==> src/rtl/boot_pkg.sv <==
// Shared state encoding, output-flag bundle and default parameters for cpu_boot_ctrl.
package boot_pkg;

  localparam int unsigned DEF_IMEM_AW    = 8;
  localparam int unsigned DEF_DMEM_AW    = 8;
  localparam int unsigned DEF_DATA_W     = 32;
  localparam logic [31:0] DEF_MAX_CYCLES = 32'd1000;

  typedef enum logic [2:0] {
    S_IDLE,
    S_LOAD,
    S_RUN,
    S_DONE,
    S_TOUT
  } boot_state_t;

  typedef struct packed {
    logic core_rst;
    logic busy;
    logic done;
    logic timeout;
    logic ld_ready;
  } boot_flags_t;

  // Output flags are a pure function of the state being entered, so they are
  // registered together with the state register.
  function automatic boot_flags_t flags_of(boot_state_t s);
    boot_flags_t f;
    f.core_rst = (s == S_RUN);
    f.busy     = (s == S_LOAD) || (s == S_RUN);
    f.done     = (s == S_DONE);
    f.timeout  = (s == S_TOUT);
    f.ld_ready = (s == S_LOAD);
    return f;
  endfunction

endpackage

==> src/rtl/boot_addr_cnt.sv <==
// Image-load address counter: counts up to depth-1, then latches full instead of wrapping.
module boot_addr_cnt #(
  parameter int unsigned AW = 8
) (
  input  logic          clk,
  input  logic          rst,
  input  logic          clr,
  input  logic          inc,
  output logic [AW-1:0] cnt,
  output logic          full
);

  always_ff @(posedge clk or negedge rst) begin
    if (!rst) begin
      cnt  <= '0;
      full <= 1'b0;
    end else if (clr) begin
      cnt  <= '0;
      full <= 1'b0;
    end else if (inc && !full) begin
      // The word at the top address is written once; after that we hold.
      if (&cnt) full <= 1'b1;
      else      cnt  <= cnt + 1'b1;
    end
  end

endmodule

==> src/rtl/cpu_boot_ctrl.sv <==
// Boot controller: streams an image into imem/dmem, then releases the core until halt.
// Define BOOT_CYCLE_LIMIT_EN to add the run-cycle counter and MAX_CYCLES timeout.
//
// state | meaning
// IDLE  | after reset, waiting for start
// LOAD  | accepting image words, core held in reset
// RUN   | core released, waiting for core_halt
// DONE  | core halted, core held in reset
// TOUT  | run limit reached without halt
module cpu_boot_ctrl
  import boot_pkg::*;
#(
  parameter int unsigned IMEM_AW    = DEF_IMEM_AW,
  parameter int unsigned DMEM_AW    = DEF_DMEM_AW,
  parameter int unsigned DATA_W     = DEF_DATA_W,
  parameter logic [31:0] MAX_CYCLES = DEF_MAX_CYCLES
) (
  input  logic               clk,
  input  logic               rst,
  input  logic               start,
  input  logic               ld_valid,
  output logic               ld_ready,
  input  logic [DATA_W-1:0]  ld_data,
  input  logic               ld_sel,
  input  logic               ld_last,
  output logic               imem_we,
  output logic [IMEM_AW-1:0] imem_addr,
  output logic [DATA_W-1:0]  imem_wdata,
  output logic               dmem_we,
  output logic [DMEM_AW-1:0] dmem_addr,
  output logic [DATA_W-1:0]  dmem_wdata,
  output logic               core_rst,
  input  logic               core_halt,
  output logic               busy,
  output logic               done,
  output logic               timeout,
  output logic               ld_err,
  output logic [31:0]        cycle_count
);

  boot_state_t        state;
  boot_flags_t        flags;
  logic               clr_session;
  logic               accept;
  logic               at_limit;
  logic [IMEM_AW-1:0] icnt;
  logic [DMEM_AW-1:0] dcnt;
  logic               ifull;
  logic               dfull;

  assign clr_session = start && ((state == S_IDLE) || (state == S_DONE) || (state == S_TOUT));
  assign accept      = flags.ld_ready && ld_valid;

  assign core_rst = flags.core_rst;
  assign busy     = flags.busy;
  assign done     = flags.done;
  assign timeout  = flags.timeout;
  assign ld_ready = flags.ld_ready;

  boot_addr_cnt #(.AW(IMEM_AW)) u_icnt (
    .clk  (clk),
    .rst  (rst),
    .clr  (clr_session),
    .inc  (accept && !ld_sel),
    .cnt  (icnt),
    .full (ifull)
  );

  boot_addr_cnt #(.AW(DMEM_AW)) u_dcnt (
    .clk  (clk),
    .rst  (rst),
    .clr  (clr_session),
    .inc  (accept && ld_sel),
    .cnt  (dcnt),
    .full (dfull)
  );

`ifdef BOOT_CYCLE_LIMIT_EN
  logic [31:0] cyc_q;

  assign at_limit    = (cyc_q >= MAX_CYCLES);
  assign cycle_count = cyc_q;

  always_ff @(posedge clk or negedge rst) begin
    if (!rst) begin
      cyc_q <= '0;
    end else if (clr_session) begin
      cyc_q <= '0;
    end else if ((state == S_RUN) && !core_halt && !at_limit && (cyc_q != 32'hFFFF_FFFF)) begin
      cyc_q <= cyc_q + 32'd1;
    end
  end
`else
  logic unused_max_cycles;

  assign unused_max_cycles = ^MAX_CYCLES;
  assign at_limit          = 1'b0;
  assign cycle_count       = '0;
`endif

  always_ff @(posedge clk or negedge rst) begin
    if (!rst) begin
      state      <= S_IDLE;
      flags      <= '0;
      imem_we    <= 1'b0;
      imem_addr  <= '0;
      imem_wdata <= '0;
      dmem_we    <= 1'b0;
      dmem_addr  <= '0;
      dmem_wdata <= '0;
      ld_err     <= 1'b0;
    end else begin
      imem_we <= 1'b0;
      dmem_we <= 1'b0;

      // Write lands one cycle after acceptance; a full memory drops the word.
      if (accept) begin
        if (!ld_sel) begin
          if (ifull) begin
            ld_err <= 1'b1;
          end else begin
            imem_we    <= 1'b1;
            imem_addr  <= icnt;
            imem_wdata <= ld_data;
          end
        end else begin
          if (dfull) begin
            ld_err <= 1'b1;
          end else begin
            dmem_we    <= 1'b1;
            dmem_addr  <= dcnt;
            dmem_wdata <= ld_data;
          end
        end
      end

      case (state)
        S_IDLE, S_DONE, S_TOUT: begin
          if (start) begin
            state  <= S_LOAD;
            flags  <= flags_of(S_LOAD);
            ld_err <= 1'b0;
          end
        end
        S_LOAD: begin
          if (accept && ld_last) begin
            state <= S_RUN;
            flags <= flags_of(S_RUN);
          end
        end
        S_RUN: begin
          if (core_halt) begin
            state <= S_DONE;
            flags <= flags_of(S_DONE);
          end else if (at_limit) begin
            state <= S_TOUT;
            flags <= flags_of(S_TOUT);
          end
        end
        default: begin
          state <= S_IDLE;
          flags <= flags_of(S_IDLE);
        end
      endcase
    end
  end

endmodule

==> config.mk <==
export PLATFORM = sky130hd
export DESIGN_NAME = cpu_boot_ctrl
export DESIGN_NICKNAME = d
export VERILOG_FILES = /design/src/rtl/boot_pkg.sv /design/src/rtl/boot_addr_cnt.sv /design/src/rtl/cpu_boot_ctrl.sv
export SDC_FILE = /design/constraint.sdc
export NUM_CORES = 1
export LEC_CHECK = 0
export BUFFER_PORTS_ARGS = -buffer_cell sky130_fd_sc_hd__clkbuf_2
export CORE_UTILIZATION = 40
export DETAILED_ROUTE_END_ITERATION = 8
export HOLD_SLACK_MARGIN = 0.12
export PLACE_DENSITY = 0.66
export SKIP_LAST_GASP = 1
export SYNTH_ARGS = -nofsm -noshare
export SYNTH_HDL_FRONTEND = slang
export SYNTH_SLANG_ARGS = --single-unit
==> constraint.sdc <==
create_clock -name clk -period 2.6 [get_ports clk]
set_input_delay 0.39 -clock clk [delete_from_list [all_inputs] [get_ports clk]]
set_output_delay 0.39 -clock clk [all_outputs]
set_load 0.05 [all_outputs]
==> results of run 1 <==
[power groups by stage]
stage	Sequential (uW)	Clock (uW)	Combinational [uW]
floorplan	4550	0	912
global placement	2630	0	3650
detailed placement	2650	0	3690
CTS	2630	1370	3700
global route	2700	1430	3920
finish	2620	1320	3660
[cells in the final DEF, fill, tap and decap left out, types with 2 or more instances in the layout]
cell type	synthesis	layout
a2111oi_2	2	2
inv_1	8	8
mux2_2	3	3
o2111ai_1	2	2
nand4_1	3	3
buf_4	34	8
xor2_1	7	7
conb_1	1	33
mux2i_1	4	4
and4_1	3	3
inv_2	2	2
and2_1	3	3
ha_1	6	6
clkbuf_8	0	3
nand2_1	237	237
and3_1	3	3
clkbuf_16	0	9
xnor2_1	5	5
clkbuf_2	0	124
nor2_1	21	21
nor3_1	2	2
o211ai_1	4	4
o21ai_0	4	4
dfrtp_1	107	107
nand3_1	5	5
[layout make-up]
type                            count  area [um2]  share of cell area (%)
Clock buffer                       13       270.3                   4.840
Tap cell                          140       175.2                   3.137
Timing Repair Buffer              134       710.7                   12.73
Multi-Input combinational cell    360        1692                   30.29
Clock inverter                      3       21.27                  0.3809
Sequential cell                   107        2678                   47.95
Inverter                           10       37.54                  0.6722
[flip-flops by register name, summed over array words and instances, names as in the netlist, 2 cells and up]
signal / cells
dmem_wdata: 32
imem_wdata: 32
dmem_addr: 8
imem_addr: 8
u_dcnt.cnt: 8
u_icnt.cnt: 8
state: 2
[logic make-up after synthesis]
group / share of synthesized area, %
other cells: 0.08140
compound gates: 3.993
buf+inv: 7.876
flops: 58.12
fa+ha+maj: 1.630
xor+xnor: 2.281
simple gates: 24.42
mux: 1.602
[critical path, stage by stage (launching register included)]
cell	delay, ns
dfrtp_1	0.49
nand4b_2	0.41
inv_2	0.36
o21ai_1	0.19
o21ai_0	0.23
o41ai_1	0.12
[stage by stage]
step	utilization, %	worst slack [ns]	cell area [um2]	std cells	power, uW
4_1_cts	50.62	0.6312	5584	767	7689
3_5_place_dp	47.89	0.5900	5283	750	6339
3_3_place_gp	47.89	0.6711	5283	750	6281
2_1_floorplan	-	0.8759	4727	529	5463
6_report	50.62	0.6416	5584	767	7598
5_1_grt	50.62	0.4175	5584	767	8053
[worst paths after layout]
path	end	depth (start not counted)
hold / removal	imem_wdata[19]$_DFFE_PN0P_	3
min in group asynchronous	dmem_wdata[8]$_DFFE_PN0P_	2
setup reg to reg	u_dcnt.cnt[4]$_DFFE_PN0P_	5
hold reg to reg	imem_wdata[7]$_DFFE_PN0P_	2
max in group asynchronous	dmem_addr[0]$_DFFE_PN0P_	3
setup / recovery	u_dcnt.cnt[4]$_DFFE_PN0P_	5
[routing by layer]
layer,GRT usage [%],routed length [um],part of all wire [%]
met5,0,0,0
met1,24.07,4664,46
met2,29.16,4778,47
met3,3.438,562,5.5
met4,7.333,149,1.5
==> key figures, run 1 <==
Run status
  – Outcome: finished clean

Synth
  – Ys Warns: 0
  – Post-Syn Area: between 0.004 and 0.005 mm2
  – Synth cell count leaders: nand2_1 (237), dfrtp_1 (107), buf_4 (34)
  – Post-synth ARST share: 100.0%
  – Seq/Total Area, Yosys: between 50% and 60%
  – Syn Inst Count: between 400 and 500
  – Top-count cell post-synth: nand2_1
  – Yosys reg bits: about 110
  – Post-synth EDFFs: 0
  – Post-synth top area cell: dfrtp_1
  – Top-area cell type share of the netlist area: roughly three fifths
  – Synth area leaders: dfrtp_1 (58%), nand2_1 (19%), buf_4 (5.5%)
  – Top FF cell, synth: dfrtp_1
  – Cell variety after synth: 38
  – Syn avg cell area: 9.269 um2

Clock tree
  – Cts bufs inserted: 9
  – Postcts setup bufs: 0
  – Worst-Skew Late Latency: between 0.3 and 0.4 ns
  – CTS tree: done
  – Worst-path clk slew: ~0.07 ns
  – Cts-stage hold buffer count: 1
  – Post-CTS sizing: 0
  – Root buffer cell: clkbuf_16
  – Clock Sinks: 107
  – H-tree level count: 3
  – Max clock buf depth: 2

Setup path
  – CP Launch Type: flop
  – Critical path data required time: around 2.8 ns
  – Worst reg-to-reg setup slack: about 0.64 ns
  – Worst-path fanout max: 16
  – Origin of the worst setup path: ld_ready$_DFFE_PN0P_
  – Critical Path AT: between 2 and 2.5 ns
  – Setup CP Type: flop to flop
  – Reg2Reg Launch Point: ld_ready$_DFFE_PN0P_
  – Critical Path End Type: flop

GRT
  – Pin count of the biggest net entering global routing: 45
  – Global-route wire length before repair: between 15000 and 20000 um
  – GRT overflow: 0
  – Vias in the first global route: 3553
  – Total Routing Usage GR: between 15 and 20%
  – Antenna violations before repair: 0

Final layout
  – Layout overhead on the synthesized area: 21.21%
  – Final nets: approximately 670
  – Fill count: around 1100
  – Ant diodes: 0
  – Ratio of cells with drive above 1 in the final layout: between 20% and 30%

Timing
  – Minimum clock period: 1.958 ns
  – Final Hold Vio Count: 0
  – Setup Skew: 0.006088 ns
  – Hold_ws: 0.2544 ns
  – RSZ-0062 raised after global routing: no
  – Tcrit/Tclk final: 75.33%
  – Final setup viols: 0
  – Highest clock rate: a little over 500 MHz
  – Max-slew violations: 0
  – Worst Tran Pin Value: about 0.77 ns
  – Total negative slack: 0 ns
  – Slew HR: 48.77%

Power and ir drop
  – P per Cell Area: about 1400 mW/mm2
  – Clock power frac: between 15 and 20%
  – Sw power: between 3000 and 4000 uW
  – Cell Int Power: around 3700 uW
  – Sw frac: between 50% and 60%
  – Seq pwr share: roughly a third
  – Highest ir drop seen on vdd: 0.0007296 V
  – Leak pwr: 0.003183 uW
  – Gate power share: about half

Flow run
  – # Max-Cap Violations: 0

Placed design
  – Placer congestion estimate: 0.7456
  – Post-DP HPWL: roughly 7000 um
  – Buffers on Ports: roughly 130

Floorplan
  – Die width: between 100 and 150 um
  – Die area: 0.01195 mm2
  – Site Rows: 38
  – Core area: approximately 0.011 mm2
  – IO Count: 159
  – Die Height: about 110 um
  – Initial Util: about two fifths

Route
  – DR vias/cell: approximately 4.7
  – Final ANT Viol Nets: 0
  – Initial drt markers: approximately 190
  – Total wire length: 10160 um
  – Vias: 3593
  – Pre-Repair DR Iteration Count: 4
  – DRC: 0
  – Routed WL per cell: ~13 um

Min path
  – Hold Crit Class: input pin to flop
  – Hold Path Origin: ld_data[19]
Power figures use the tool's default switching activity.
==> run 2, diff against run 1 <==
- clock period: 2.6 -> 1.95 ns (I/O delays scaled with it)
==> run 2 against run 1 <==
Combinational power grew 34%. Routed wire length grew 0.51%. Core utilization is 0.29 points higher. Design area increased by 0.58%. Worst hold slack got worse by 0.10 ns. Highest routed layer unchanged. Flip-flop and latch count did not move. Sequential power is 34% higher. Clock power grew 30%. Cell count up 0.52%. Total power increased by 33%.
==> key figures, run 2 (synthesis results as in run 1) <==
Run status
  – Outcome: finished clean

GRT
  – Pin count of the biggest net entering global routing: 39
  – Antenna violations before repair: 0
  – Vias in the first global route: roughly 3500
  – Global-route wire length before repair: 16640 um
  – Total Routing Usage GR: 18.36%
  – GRT overflow: 0

Clock tree
  – Clock Sinks: 107
  – Worst-Skew Late Latency: 0.34 ns
  – Post-CTS sizing: 0
  – Worst-path clk slew: 0.07 ns
  – H-tree level count: 3
  – Root buffer cell: clkbuf_16
  – CTS tree: done
  – Cts bufs inserted: 9
  – Max clock buf depth: 2

Placed design
  – Buffers on Ports: 125
  – Placed cell area: 0.005325 mm2
  – Placement Setup Slack: 0.2288 ns
  – Placer congestion estimate: around 0.81
  – Post-DP HPWL: 7242 um

Final layout
  – Commonest non-fill, non-tap cell in the layout: nand2_1
  – Layout overhead on the synthesized area: 21.92%
  – Ratio of cells with drive above 1 in the final layout: between 20% and 30%
  – Ant diodes: 0
  – Fin area: roughly 0.0056 mm2
  – Regs by FF count: dmem_wdata x32, imem_wdata x32
  – Final nets: between 600 and 700
  – Commonest non-fill, non-tap cells in the layout: nand2_1 (237), clkbuf_2 (124), dfrtp_1 (107)

Setup path
  – CP Launch Type: flop
  – Setup CP Type: flop to flop
  – Critical Path End Type: flop
  – Critical path data required time: roughly 2.2 ns
  – Critical path's slowest cell: dfrtp_1
  – Worst-path fanout max: 7
  – Critical Path AT: a little under 2 ns
  – Critical Path, Cell by Cell: ha_1 > nand4_1 > o21ai_1 > mux2i_1 > nor2_1
  – Max incr delay on CP: between 0.4 and 0.5 ns

Timing
  – Worst Tran Pin Value: approximately 0.53 ns
  – RSZ-0062 raised after global routing: no
  – Tcrit/Tclk final: 88.69%
  – Setup Skew: 0.005613 ns
  – Final setup viols: 0
  – Final WS setup: 0.2204 ns
  – Slew HR: about 65%
  – Final Hold Vio Count: 0
  – Max-slew violations: 0
  – Total negative slack: 0 ns
  – Highest clock rate: 578.2 MHz
  – Minimum clock period: roughly 1.7 ns

Power and ir drop
  – Highest ir drop seen on vdd: approximately 0.0011 V
  – Leak pwr: between 0.003 and 0.004 uW
  – P per Cell Area: 1805 mW/mm2
  – Tot Pwr: 10140 uW

Route
  – Final ANT Viol Nets: 0
  – DRC: 0
  – DR vias/cell: about 4.6
  – Vias: about 3500
  – Pre-Repair DR Iteration Count: 4
  – Initial drt markers: ~200
  – Routed WL per cell: around 13 um
  – Total wire length: around 10000 um

Floorplan
  – IO Count: roughly 160
  – Core area: roughly 0.011 mm2
  – Die area: approximately 0.012 mm2
  – Initial Util: around two fifths
  – Die width: around 110 um
  – Die Height: ~110 um
  – Site Rows: 38

Min path
  – Hold Crit Class: input pin to flop

Flow run
  – # Max-Cap Violations: 0
==> run 2: cell count changes in the layout (fill, tap and decap cells not counted), sizes merged <==
| cell | change |
|---|---|
| buf | +4 |
| clkbuf | -1 |
| clkinvlp | +1 |
==> run 2: routing by layer <==
metal / track usage (%) / wire, um
met1: 24.17 / 4735
met2: 28.71 / 4707
met3: 4.386 / 603
met4: 8.476 / 161
met5: 0 / 0
==> run 2: stage by stage <==
stage,instances,util [%],hold slack (ns)
finish,771,50.92,0.1514
global route,771,50.92,0.1405
CTS,771,50.92,0.1298
detailed placement,754,48.28,0.3104
global placement,754,48.28,0.3001
floorplan,529,-,-0.003091
==> run 2: power by group <==
group	internal, uW	total, uW	leakage, uW	switching (uW)
logic	1020	4910	0.00169	3900
registers	3010	3510	0.00138	496
clock network	932	1720	0.000135	789
total	4960	10100	0.00320	5180
==> run 2: final cells by class <==
cell class	instances	area [um2]
Fill cell	1072	5414
Sequential cell	107	2678
Multi-Input combinational cell	360	1692
Timing Repair Buffer	138	753.2
Clock buffer	12	256.5
Tap cell	140	175.2
Inverter	10	37.54
Clock inverter	4	25.02
==> run 2: worst max-delay path: cells and delay by family (launching register included) <==
family,cells,cell delay (ns)
flip-flops,1,0.42
AND/OR/NAND/NOR,2,0.35
multiplexers,1,0.24
adder cells (fa/ha/maj),1,0.23
AO/OA/AOI/OAI,1,0.38
==> run 2: what timing repair did <==
item | CTS | global route
endpoints found under the hold margin | 35 | 0
setup buffers | 0 | 0
hold buffers | 1 | 0
endpoints found under the setup margin | 0 | 0
==> run 2: path summary, 6_finish.rpt <==
| kind | cells after the start | endpoint | slack, ns | start |
|---|---|---|---|---|
| worst max-delay path | 5 | u_dcnt.cnt[1]$_DFFE_PN0P_ | 0.22 | u_dcnt.cnt[0]$_DFFE_PN0P_ |
| worst min register to register | 2 | dmem_addr[1]$_DFFE_PN0P_ | 0.47 | dmem_addr[1]$_DFFE_PN0P_ |
| worst max register to register | 5 | u_dcnt.cnt[1]$_DFFE_PN0P_ | 0.22 | u_dcnt.cnt[0]$_DFFE_PN0P_ |
| max in group asynchronous | 3 | busy$_DFFE_PN0P_ | 0.91 | rst |
| worst min-delay path | 3 | dmem_wdata[20]$_DFFE_PN0P_ | 0.15 | ld_data[20] |
| min in group asynchronous | 2 | dmem_wdata[8]$_DFFE_PN0P_ | 0.45 | rst |
==> run 3, diff against run 2 <==
- MAX_ROUTING_LAYER: unset -> met4
- PLACE_DENSITY: 0.66 -> 0.75
==> run 3 against run 2 <==
Clock power up 11%. Largest cell class unchanged. Total power up 1.7%. Critical endpoint is now u_icnt.cnt[7]$_DFFE_PN0P_. Non-clock buffer count down 3. Cell count down 0.39%. Maximum frequency up 0.75%. Design area down 0.13%. Sequential power about the same. Global-route usage down 0.11 points.
==> key figures, run 3 (synthesis results as in run 1) <==
Run status
  – Outcome: finished clean

Route
  – DR vias/cell: 4.704
  – Vias: 3613
  – DR top layer: met4
  – Routed WL per cell: about 13 um
  – Initial drt markers: between 200 and 250
  – DRC: 0
  – Final ANT Viol Nets: 0
  – Total wire length: between 10000 and 15000 um
  – Wire length on met3: 578 um
  – Pre-Repair DR Iteration Count: 4
  – Wl on met1: around 4500 um
  – Routed met2 length: between 4000 and 5000 um

GRT
  – GRT overflow: 0
  – Antenna violations before repair: 0
  – Pin count of the biggest net entering global routing: around 110
  – Vias in the first global route: ~3500
  – Global-route wire length before repair: roughly 16000 um
  – Total Routing Usage GR: around 18%

Clock tree
  – CTS tree: done
  – Worst-path clk slew: ~0.07 ns
  – Max clock buf depth: 2
  – Post-CTS sizing: 0
  – Cts bufs inserted: 9
  – Worst-Skew Late Latency: 0.34 ns
  – H-tree level count: 3
  – Clock Sinks: about 110
  – Root buffer cell: clkbuf_16

Final layout
  – Ant diodes: 0
  – Commonest non-fill, non-tap cells in the layout: nand2_1 (237), clkbuf_2 (124), dfrtp_1 (107)
  – Fin area: between 0.005 and 0.006 mm2
  – Commonest non-fill, non-tap cell in the layout: nand2_1
  – Ratio of cells with drive above 1 in the final layout: between 20% and 30%
  – Regs by FF count: dmem_wdata x32, imem_wdata x32
  – Layout overhead on the synthesized area: 21.75%
  – Final nets: 668

Timing
  – Total negative slack: 0 ns
  – Worst Tran Pin Value: 0.5775 ns
  – RSZ-0062 raised after global routing: no
  – Highest clock rate: approximately 580 MHz
  – Final setup viols: 0
  – Slew HR: 61.50%
  – Setup Skew: 0.009556 ns
  – Final Hold Vio Count: 0
  – Tcrit/Tclk final: between 80% and 90%
  – Max-slew violations: 0
  – Minimum clock period: 1.717 ns

Setup path
  – Critical Path, Cell by Cell: nand4bb_2 > inv_2 > buf_4 > nand4_1 > xor2_1 > nor2_1
  – Worst path depth: 6
  – Origin of the worst setup path: u_icnt.full$_DFFE_PN0P_
  – RR Endpoint: u_icnt.cnt[7]$_DFFE_PN0P_
  – Critical Path AT: between 1.5 and 2 ns
  – Reg2Reg Launch Point: u_icnt.full$_DFFE_PN0P_
  – Critical Path End Type: flop
  – Critical path data required time: between 2 and 2.5 ns
  – Worst-path fanout max: 20
  – Reg2reg path depth: 6
  – Top delay family on crit path: simple AND/OR/NAND/NOR gates
  – Worst reg-to-reg setup slack: between 0.2 and 0.25 ns
  – Setup CP Type: flop to flop
  – CP Capture Point: u_icnt.cnt[7]$_DFFE_PN0P_
  – Critical path's slowest cell: nand4bb_2
  – Worst path bufs/invs: 2
  – CP Launch Type: flop
  – Max incr delay on CP: just over 0.4 ns

Placed design
  – Post-DP HPWL: slightly above 7000 um
  – Placed cell area: about 0.0053 mm2
  – Placer congestion estimate: around 0.81
  – Buffers on Ports: ~130

Power and ir drop
  – P per Cell Area: ~1800 mW/mm2
  – Highest ir drop seen on vdd: between 0.001 and 0.0015 V
  – Leak pwr: about 0.0032 uW

Floorplan
  – Initial Util: between 40% and 50%
  – Die Height: ~110 um
  – IO Count: 159
  – Die area: 0.01195 mm2
  – Core area: 0.01103 mm2
  – Site Rows: 38
  – Die width: 109.3 um

Min path
  – Hold Crit Class: input pin to flop

Flow run
  – # Max-Cap Violations: 0
[run 3: changes by cell type in the layout (fill, tap and decap cells not counted)]
cell        delta
clkinvlp_4     -2
clkinv_2       +2
buf_12         -1
buf_4          -2
bufinv_16      +2
clkbuf_8       -2
[run 3: tightest hold or removal path, cell delays in order]
cell and delay [ns]:
clkbuf_2 0.08, nand2_1 0.04, nand2_1 0.04
[run 3: area by class of cell]
cell class              count  area [um2]
fillers                  1046        5421
clock buffers              10       229.0
flip-flops and latches    107        2678
well taps                 140       175.2
clock inverters             6       80.08
inverters                  10       37.54
multi-input cells         360        1692
repair buffers            135       718.2
[run 3: where the power goes]
part | total [uW] | internal [uW] | switching [uW]
registers | 3490 | 3010 | 479
logic | 4920 | 1000 | 3920
clock network | 1910 | 1120 | 788
total | 10300 | 5130 | 5190
[run 3: metal layers]
| layer | up-vias | track usage (%) |
|---|---|---|
| met2 | 136 | 28.30 |
| met5 | - | - |
| met3 | 16 | 3.260 |
| met1 | 1704 | 23.10 |
| li1 | 1757 | - |
| met4 | 0 | 9.048 |
[run 3: timing repair]
item                      in CTS  in global routing
hold buffers                   1                  0
setup buffers                  0                  0
hold endpoints to repair     107                  0
[run 3: worst min-delay path by stage]
stage / end / cells after the start / start
global route: dmem_wdata[2]$_DFFE_PN0P_ / 3 / ld_data[2]
global placement: imem_wdata[29]$_DFFE_PN0P_ / 2 / rst
CTS: imem_wdata[7]$_DFFE_PN0P_ / 3 / ld_data[7]
detailed placement: imem_wdata[30]$_DFFE_PN0P_ / 2 / rst
floorplan: busy$_DFFE_PN0P_ / 0 / rst
finish: imem_wdata[5]$_DFFE_PN0P_ / 3 / ld_data[5]
[run 3: stage by stage]
stage / cells / utilization [%] / power [uW] / hold WS [ns] / setup slack (ns)
2_1_floorplan: 529 / - / 7284 / -0.003091 / 0.2259
3_3_place_gp: 751 / 47.96 / 8354 / 0.4080 / 0.2775
3_5_place_dp: 751 / 47.96 / 8493 / 0.4145 / 0.2483
4_1_cts: 768 / 50.85 / 10430 / 0.1368 / 0.2124
5_1_grt: 768 / 50.85 / 10870 / 0.1495 / 0.08200
6_report: 768 / 50.85 / 10310 / 0.1508 / 0.2334
